--- src/rtl/i2c_target_ctrl.sv ---
// rtl/i2c_target_ctrl.sv - I2C target bridging 16-bit sub-address frames to register strobes
// Oversampled SCL/SDA, open-drain SDA output, auto-incrementing register pointer.
module i2c_target_ctrl #(
   parameter logic [6:0] DEV_ADDR = 7'h1A,
   parameter int         SYNC     = 2
) (
   input  logic        I2C_clk,
   input  logic        reset,
   input  logic        scl_in,
   input  logic        sda_in,
   output logic        sda_oe,
   output logic        wr_en,
   output logic [15:0] wr_addr,
   output logic [7:0]  wr_data,
   output logic        rd_req,
   output logic [15:0] rd_addr,
   input  logic [7:0]  rd_data,
   output logic        busy,
   output logic        nack_err
);

   localparam logic [3:0] IDLE      = 4'd0;
   localparam logic [3:0] DEVADDR   = 4'd1;
   localparam logic [3:0] ACK_DEV   = 4'd2;
   localparam logic [3:0] SUBH      = 4'd3;
   localparam logic [3:0] ACK_SUBH  = 4'd4;
   localparam logic [3:0] SUBL      = 4'd5;
   localparam logic [3:0] ACK_SUBL  = 4'd6;
   localparam logic [3:0] WDATA     = 4'd7;
   localparam logic [3:0] ACK_WDATA = 4'd8;
   localparam logic [3:0] RDATA     = 4'd9;
   localparam logic [3:0] MACK      = 4'd10;
   localparam logic [3:0] WAIT_STOP = 4'd11;

   logic [SYNC-1:0] scl_sync;
   logic [SYNC-1:0] sda_sync;
   logic            scl_d;
   logic            sda_d;
   logic            scl_s;
   logic            sda_s;
   logic            scl_rise;
   logic            scl_fall;
   logic            start_det;
   logic            stop_det;

   logic [3:0]      state;
   logic [2:0]      bit_cnt;
   logic            byte_done;
   logic            byte_end;
   logic            rx_state;
   logic [7:0]      shift;
   logic [15:0]     ptr;
   logic            rw;
   logic            rd_cap;
   logic [7:0]      rd_buf;

   // Synchronisers idle high so that reset never fakes a bus edge.
   always_ff @(posedge I2C_clk) begin
      if (reset) begin
         scl_sync <= '1;
         sda_sync <= '1;
         scl_d    <= 1'b1;
         sda_d    <= 1'b1;
      end else begin
         scl_sync <= {scl_sync[SYNC-2:0], scl_in};
         sda_sync <= {sda_sync[SYNC-2:0], sda_in};
         scl_d    <= scl_s;
         sda_d    <= sda_s;
      end
   end

   assign scl_s     = scl_sync[SYNC-1];
   assign sda_s     = sda_sync[SYNC-1];
   assign scl_rise  = scl_s & ~scl_d;
   assign scl_fall  = ~scl_s & scl_d;
   assign start_det = scl_s & sda_d & ~sda_s;
   assign stop_det  = scl_s & ~sda_d & sda_s;
   assign byte_end  = scl_fall & byte_done;
   assign rx_state  = (state == DEVADDR) || (state == SUBH) ||
                      (state == SUBL) || (state == WDATA);

   always_ff @(posedge I2C_clk) begin
      if (reset) begin
         state     <= IDLE;
         bit_cnt   <= 3'd0;
         byte_done <= 1'b0;
         shift     <= 8'h00;
         ptr       <= 16'h0000;
         rw        <= 1'b0;
         rd_cap    <= 1'b0;
         rd_buf    <= 8'h00;
         sda_oe    <= 1'b0;
         wr_en     <= 1'b0;
         wr_addr   <= 16'h0000;
         wr_data   <= 8'h00;
         rd_req    <= 1'b0;
         rd_addr   <= 16'h0000;
         busy      <= 1'b0;
         nack_err  <= 1'b0;
      end else begin
         wr_en    <= 1'b0;
         rd_req   <= 1'b0;
         nack_err <= 1'b0;
         rd_cap   <= rd_req;
         if (rd_cap)
            rd_buf <= rd_data;
         if (wr_en)
            ptr <= ptr + 16'd1;

         if (start_det) begin
            state     <= DEVADDR;
            busy      <= 1'b1;
            sda_oe    <= 1'b0;
            bit_cnt   <= 3'd0;
            byte_done <= 1'b0;
         end else if (stop_det) begin
            state     <= IDLE;
            busy      <= 1'b0;
            sda_oe    <= 1'b0;
            bit_cnt   <= 3'd0;
            byte_done <= 1'b0;
         end else begin
            if (rx_state && scl_rise && !byte_done) begin
               shift   <= {shift[6:0], sda_s};
               bit_cnt <= bit_cnt + 3'd1;
               if (bit_cnt == 3'd7)
                  byte_done <= 1'b1;
            end
            if (rx_state && byte_end) begin
               byte_done <= 1'b0;
               bit_cnt   <= 3'd0;
            end

            case (state)
               IDLE: ;
               DEVADDR:
                  if (byte_end) begin
                     if (shift[7:1] == DEV_ADDR) begin
                        rw     <= shift[0];
                        sda_oe <= 1'b1;
                        state  <= ACK_DEV;
                     end else begin
                        nack_err <= 1'b1;
                        state    <= WAIT_STOP;
                     end
                  end
               ACK_DEV: begin
                  if (scl_rise && rw) begin
                     rd_req  <= 1'b1;
                     rd_addr <= ptr;
                  end
                  if (scl_fall) begin
                     if (rw) begin
                        shift  <= rd_buf;
                        sda_oe <= ~rd_buf[7];
                        state  <= RDATA;
                     end else begin
                        sda_oe <= 1'b0;
                        state  <= SUBH;
                     end
                  end
               end
               SUBH:
                  if (byte_end) begin
                     ptr[15:8] <= shift;
                     sda_oe    <= 1'b1;
                     state     <= ACK_SUBH;
                  end
               ACK_SUBH:
                  if (scl_fall) begin
                     sda_oe <= 1'b0;
                     state  <= SUBL;
                  end
               SUBL:
                  if (byte_end) begin
                     ptr[7:0] <= shift;
                     sda_oe   <= 1'b1;
                     state    <= ACK_SUBL;
                  end
               ACK_SUBL:
                  if (scl_fall) begin
                     sda_oe <= 1'b0;
                     state  <= WDATA;
                  end
               WDATA:
                  if (byte_end) begin
                     wr_en   <= 1'b1;
                     wr_addr <= ptr;
                     wr_data <= shift;
                     sda_oe  <= 1'b1;
                     state   <= ACK_WDATA;
                  end
               ACK_WDATA:
                  if (scl_fall) begin
                     sda_oe <= 1'b0;
                     state  <= WDATA;
                  end
               RDATA: begin
                  if (scl_rise && !byte_done) begin
                     bit_cnt <= bit_cnt + 3'd1;
                     if (bit_cnt == 3'd7)
                        byte_done <= 1'b1;
                  end else if (scl_fall) begin
                     if (byte_done) begin
                        sda_oe    <= 1'b0;
                        byte_done <= 1'b0;
                        bit_cnt   <= 3'd0;
                        state     <= MACK;
                     end else begin
                        shift  <= {shift[6:0], 1'b0};
                        sda_oe <= ~shift[6];
                     end
                  end
               end
               // byte_done here means the master ACKed and the next byte is on its way.
               MACK: begin
                  if (scl_rise && !byte_done) begin
                     ptr <= ptr + 16'd1;
                     if (sda_s) begin
                        nack_err <= 1'b1;
                        state    <= WAIT_STOP;
                     end else begin
                        rd_req    <= 1'b1;
                        rd_addr   <= ptr + 16'd1;
                        byte_done <= 1'b1;
                     end
                  end else if (byte_end) begin
                     byte_done <= 1'b0;
                     shift     <= rd_buf;
                     sda_oe    <= ~rd_buf[7];
                     state     <= RDATA;
                  end
               end
               WAIT_STOP:
                  sda_oe <= 1'b0;
               default:
                  state <= IDLE;
            endcase
         end
      end
   end

endmodule

--- config.mk ---
export PLATFORM = sky130hd
export DESIGN_NAME = i2c_target_ctrl
export DESIGN_NICKNAME = d
export VERILOG_FILES = /design/src/rtl/i2c_target_ctrl.sv
export SDC_FILE = /design/constraint.sdc
export NUM_CORES = 1
export LEC_CHECK = 0
export BUFFER_PORTS_ARGS = -buffer_cell sky130_fd_sc_hd__clkbuf_2
export CAP_MARGIN = 20
export CORE_MARGIN = 2
export CORE_UTILIZATION = 45
export DETAILED_ROUTE_END_ITERATION = 8
export PLACE_DENSITY = 0.68
export SLEW_MARGIN = 30
export SYNTH_ARGS = -nofsm -noshare
export SYNTH_HDL_FRONTEND = slang
export SYNTH_SLANG_ARGS = --single-unit
--- constraint.sdc ---
create_clock -name I2C_clk -period 3.4 [get_ports I2C_clk]
set_input_delay 0.17 -clock I2C_clk [delete_from_list [all_inputs] [get_ports I2C_clk]]
set_output_delay 0.17 -clock I2C_clk [all_outputs]
set_load 0.02 [all_outputs]
==> key figures <==
STA
  – Final Hold Vio Count: 0
  – Worst slew margin: 40.6%
  – Crit path time final: 2.57 ns
  – Fmax achieved: 389 MHz
  – Final Setup Violations: 0
  – Worst-Margin Slew: 0.890 ns
  – Unrepaired setup endpoints after global routing: false
  – Slew Limit Fails: 0
  – Setup TNS: 0 ns
  – Tcrit/Tclk final: 75.6%
  – Worst Skew: 0.00982 ns
  – Hold WS: 0.0534 ns
  – Final worst slack: 0.831 ns

Logic synthesis
  – Simple-Gate Fraction of Synth Area: 23.4%
  – Syn Area/Cell: 8.06 um2
  – FF+latch count, synth: 93
  – Number of synthesized flops with an enable pin: 0
  – Post-Syn Area: 5380 um2
  – YS warnings: 0
  – Yosys cell types: 73
  – Adder-cell area share of the yosys netlist: 0.698%
  – Yosys top cell area share: 34.6%
  – Post-Synthesis Cells: 667
  – Fraction of synthesized area in multiplexers: 5.79%
  – Synth area leader: dfxtp_1
  – Ys flop type: dfxtp_1
  – Complex-gate fraction of the synthesized area: 23.9%
  – Post-Synth XOR/XNOR Area: 5.70%
  – Seq/Total Area, Yosys: 34.6%
  – Async SR Flop Fraction: 0%
  – Top cells by area, synth: dfxtp_1 (35%), nand2_1 (5.7%), nor2_1 (5.1%)
  – Synth Net Count: 682
  – Main combinational cell family by area after synthesis: compound AO/OA/AOI/OAI gates

Die
  – Overall die width: 113 um
  – Core area: 11,500 um2
  – Number of I/O pins: 57
  – Initial core utilization: 46.7%
  – Chip Height: 113 um
  – Num rows: 39
  – Die area: 12,800 um2

GRT
  – Largest net degree at the start of global routing: 46
  – Global-route wire length before repair: 24.4 mm
  – Vias in the first global route: 4,865
  – Total GRT Usage: 23.6%
  – Grt ovf: 0
  – Initial antenna violation count: 0

Setup path
  – Worst Setup Path Type: flop to flop
  – R2R depth: 7
  – Reg2reg end: ptr[14]$_SDFF_PP0_
  – Worst path cell trace: buf_4, nor4bb_2, buf_4, nand2_1, a311oi_1, a211oi_1, o22ai_1
  – Worst Path Required: 3.68 ns
  – CP max stage delay: 0.61 ns
  – Critical Path AT: 2.85 ns
  – Slowest stage cell, crit path: dfxtp_1
  – Crit path launch type: flop
  – Worst Path Max Fanout: 16
  – Most used cell, CP: buf_4
  – FF-to-FF setup slack: 0.83 ns
  – RR Startpoint: state[1]$_SDFFE_PP0P_
  – Crit. End Element: flop

Clock tree
  – CTS Buf Count: 9
  – Post-CTS Resized: 0
  – CTS sink count: 93
  – Setup Buffers After CTS: 0
  – Clock latency on the worst-skew pair: 0.36 ns
  – CTS Hold Buffers Added: 2
  – Clock Path Buffers: 2
  – Clock H-tree levels: 3
  – Clock Tree Root: clkbuf_16
  – CTS tree: done
  – Worst-path clk slew: 0.07 ns

Worst hold path
  – Hold path endpoint: rd_buf[3]$_SDFFE_PP0P_
  – WHS Path Cells: 3
  – HP Class: input pin to flop
  – Hold Startpoint: rd_data[3]

Layout
  – Core Util, Final: 52.1%
  – # fillers: 1,082
  – Area Overhead vs Synth: 11.6%
  – Nets: 700
  – Multi-input gate area: 3210 um2
  – FF/Latch Area: 1860 um2
  – Layout cell share with drive strength beyond 1: 19.3%
  – Final Non-Filler Cells: 833
  – ANT cells: 0

Detailed routing
  – WL/cell: 17.6 um
  – 1st-iter DRT viols: 574
  – Routed WL: 14.7 mm
  – Vias: 5,034
  – Vias per cell: 6.04
  – TritonRoute pass-1 iters: 7
  – Number of nets still failing antenna checks after routing: 0
  – Post-route DRC: 0

Placement
  – Port-buffer cells: 56
  – HPWL Detailed: 10.0 mm
  – RePlAce Congestion: 0.932
  – Dpl ws: 0.855 ns
  – Dpl cells: 815

Power and ir drop
  – Power density cells: 369 nW/um2
  – Max rail drop VDD: 277 uV
  – P_leak: 2.03 nW

Flow run
  – MaxCap Viol Count: 0

Outcome
  – Status: completed
registers in the layout (all words and copies together), names as in the netlist, 2 cells and up:
signal,count
ptr,16
rd_addr,16
wr_addr,16
rd_buf,8
shift,8
wr_data,8
state,4
bit_cnt,3
scl_sync,2
sda_sync,2
placed cells by master, fill, tap and decap left out, types with 11 or more instances in the layout:
cell type	netlist	layout
dfxtp_1	93	93
a211oi_1	12	12
nor3_1	17	17
nand3_1	11	11
xnor2_1	21	21
o22ai_1	12	12
a211oi_2	14	14
a21oi_1	40	40
nand2_1	82	82
nor2_1	73	73
xor2_1	14	14
a22oi_1	12	12
o21ai_0	23	23
clkbuf_2	0	55
buf_4	1	20
mux2i_1	21	21
power breakdown:
part / switching, mW / internal, mW
Combinational: 0.0689 / 0.0431
Sequential: 0.0322 / 1.10
Clock: 0.467 / 0.505
Total: 0.568 / 1.65
cells by family after synthesis:
kind of cell    count (synthesis)
fa+ha+maj                       3
flops                          93
xor+xnor                       35
simple gates                  256
compound gates                173
mux                            30
buf+inv                        77
routing by layer:
metal / vias to the layer above / GRT usage, % / wire, um / share of wire (%)
met3: 39 / 4.07 / 1010 / 6.9
li1: 2435 / - / - / -
met1: 2353 / 32.3 / 6660 / 45
met4: 0 / 11.1 / 401 / 2.7
met5: - / 0 / 0 / 0
met2: 207 / 36.1 / 6600 / 45
cell type report:
type / instances / share of cell area (%)
Timing Repair Buffer: 78 / 7.50
Clock buffer: 9 / 3.75
Sequential cell: 93 / 31.0
Clock inverter: 7 / 0.959
Tap cell: 143 / 2.98
Inverter: 6 / 0.375
Multi-Input combinational cell: 497 / 53.4
through the flow:
| step | cell area [um2] | power, mW |
|---|---|---|
| after global routing | 6000 | 2.30 |
| final | 6000 | 2.22 |
| after CTS | 6000 | 2.24 |
| after global placement | 5700 | 1.26 |
| after floorplan | 5380 | 1.23 |
| after detailed placement | 5700 | 1.27 |
worst max-delay path, delay by kind of cell (launching register included):
family                 cells  cell delay [ns]
AO/OA/AOI/OAI              3             0.57
buffers and inverters      2             0.56
flip-flops                 1             0.61
AND/OR/NAND/NOR            2             0.76
synth_stat cells (all sizes together), types with 11 or more instances:
cell,number
dfxtp,93
clkbuf,57
nand3,11
a22oi,12
nor3,17
mux2i,21
nand2,82
a21oi,40
o21ai,23
a211oi,26
xnor2,21
xor2,14
nor2,73
buf,14
o22ai,12
worst max-delay path by stage:
stage,start,to,slack (ns),cells after the start
detailed placement,state[0]$_SDFFE_PP0P_,rd_addr[1]$_SDFFE_PP0P_,0.85,6
global route,state[1]$_SDFFE_PP0P_,rd_addr[15]$_SDFFE_PP0P_,0.62,6
CTS,state[0]$_SDFFE_PP0P_,rd_addr[1]$_SDFFE_PP0P_,0.85,6
global placement,scl_sync[1]$_SDFF_PP1_,ptr[15]$_SDFF_PP0_,0.96,5
finish,state[1]$_SDFFE_PP0P_,ptr[14]$_SDFF_PP0_,0.83,7
floorplan,state[1]$_SDFFE_PP0P_,rd_addr[11]$_SDFFE_PP0P_,1.45,7
No activity file was read; power rests on OpenSTA's default activity.
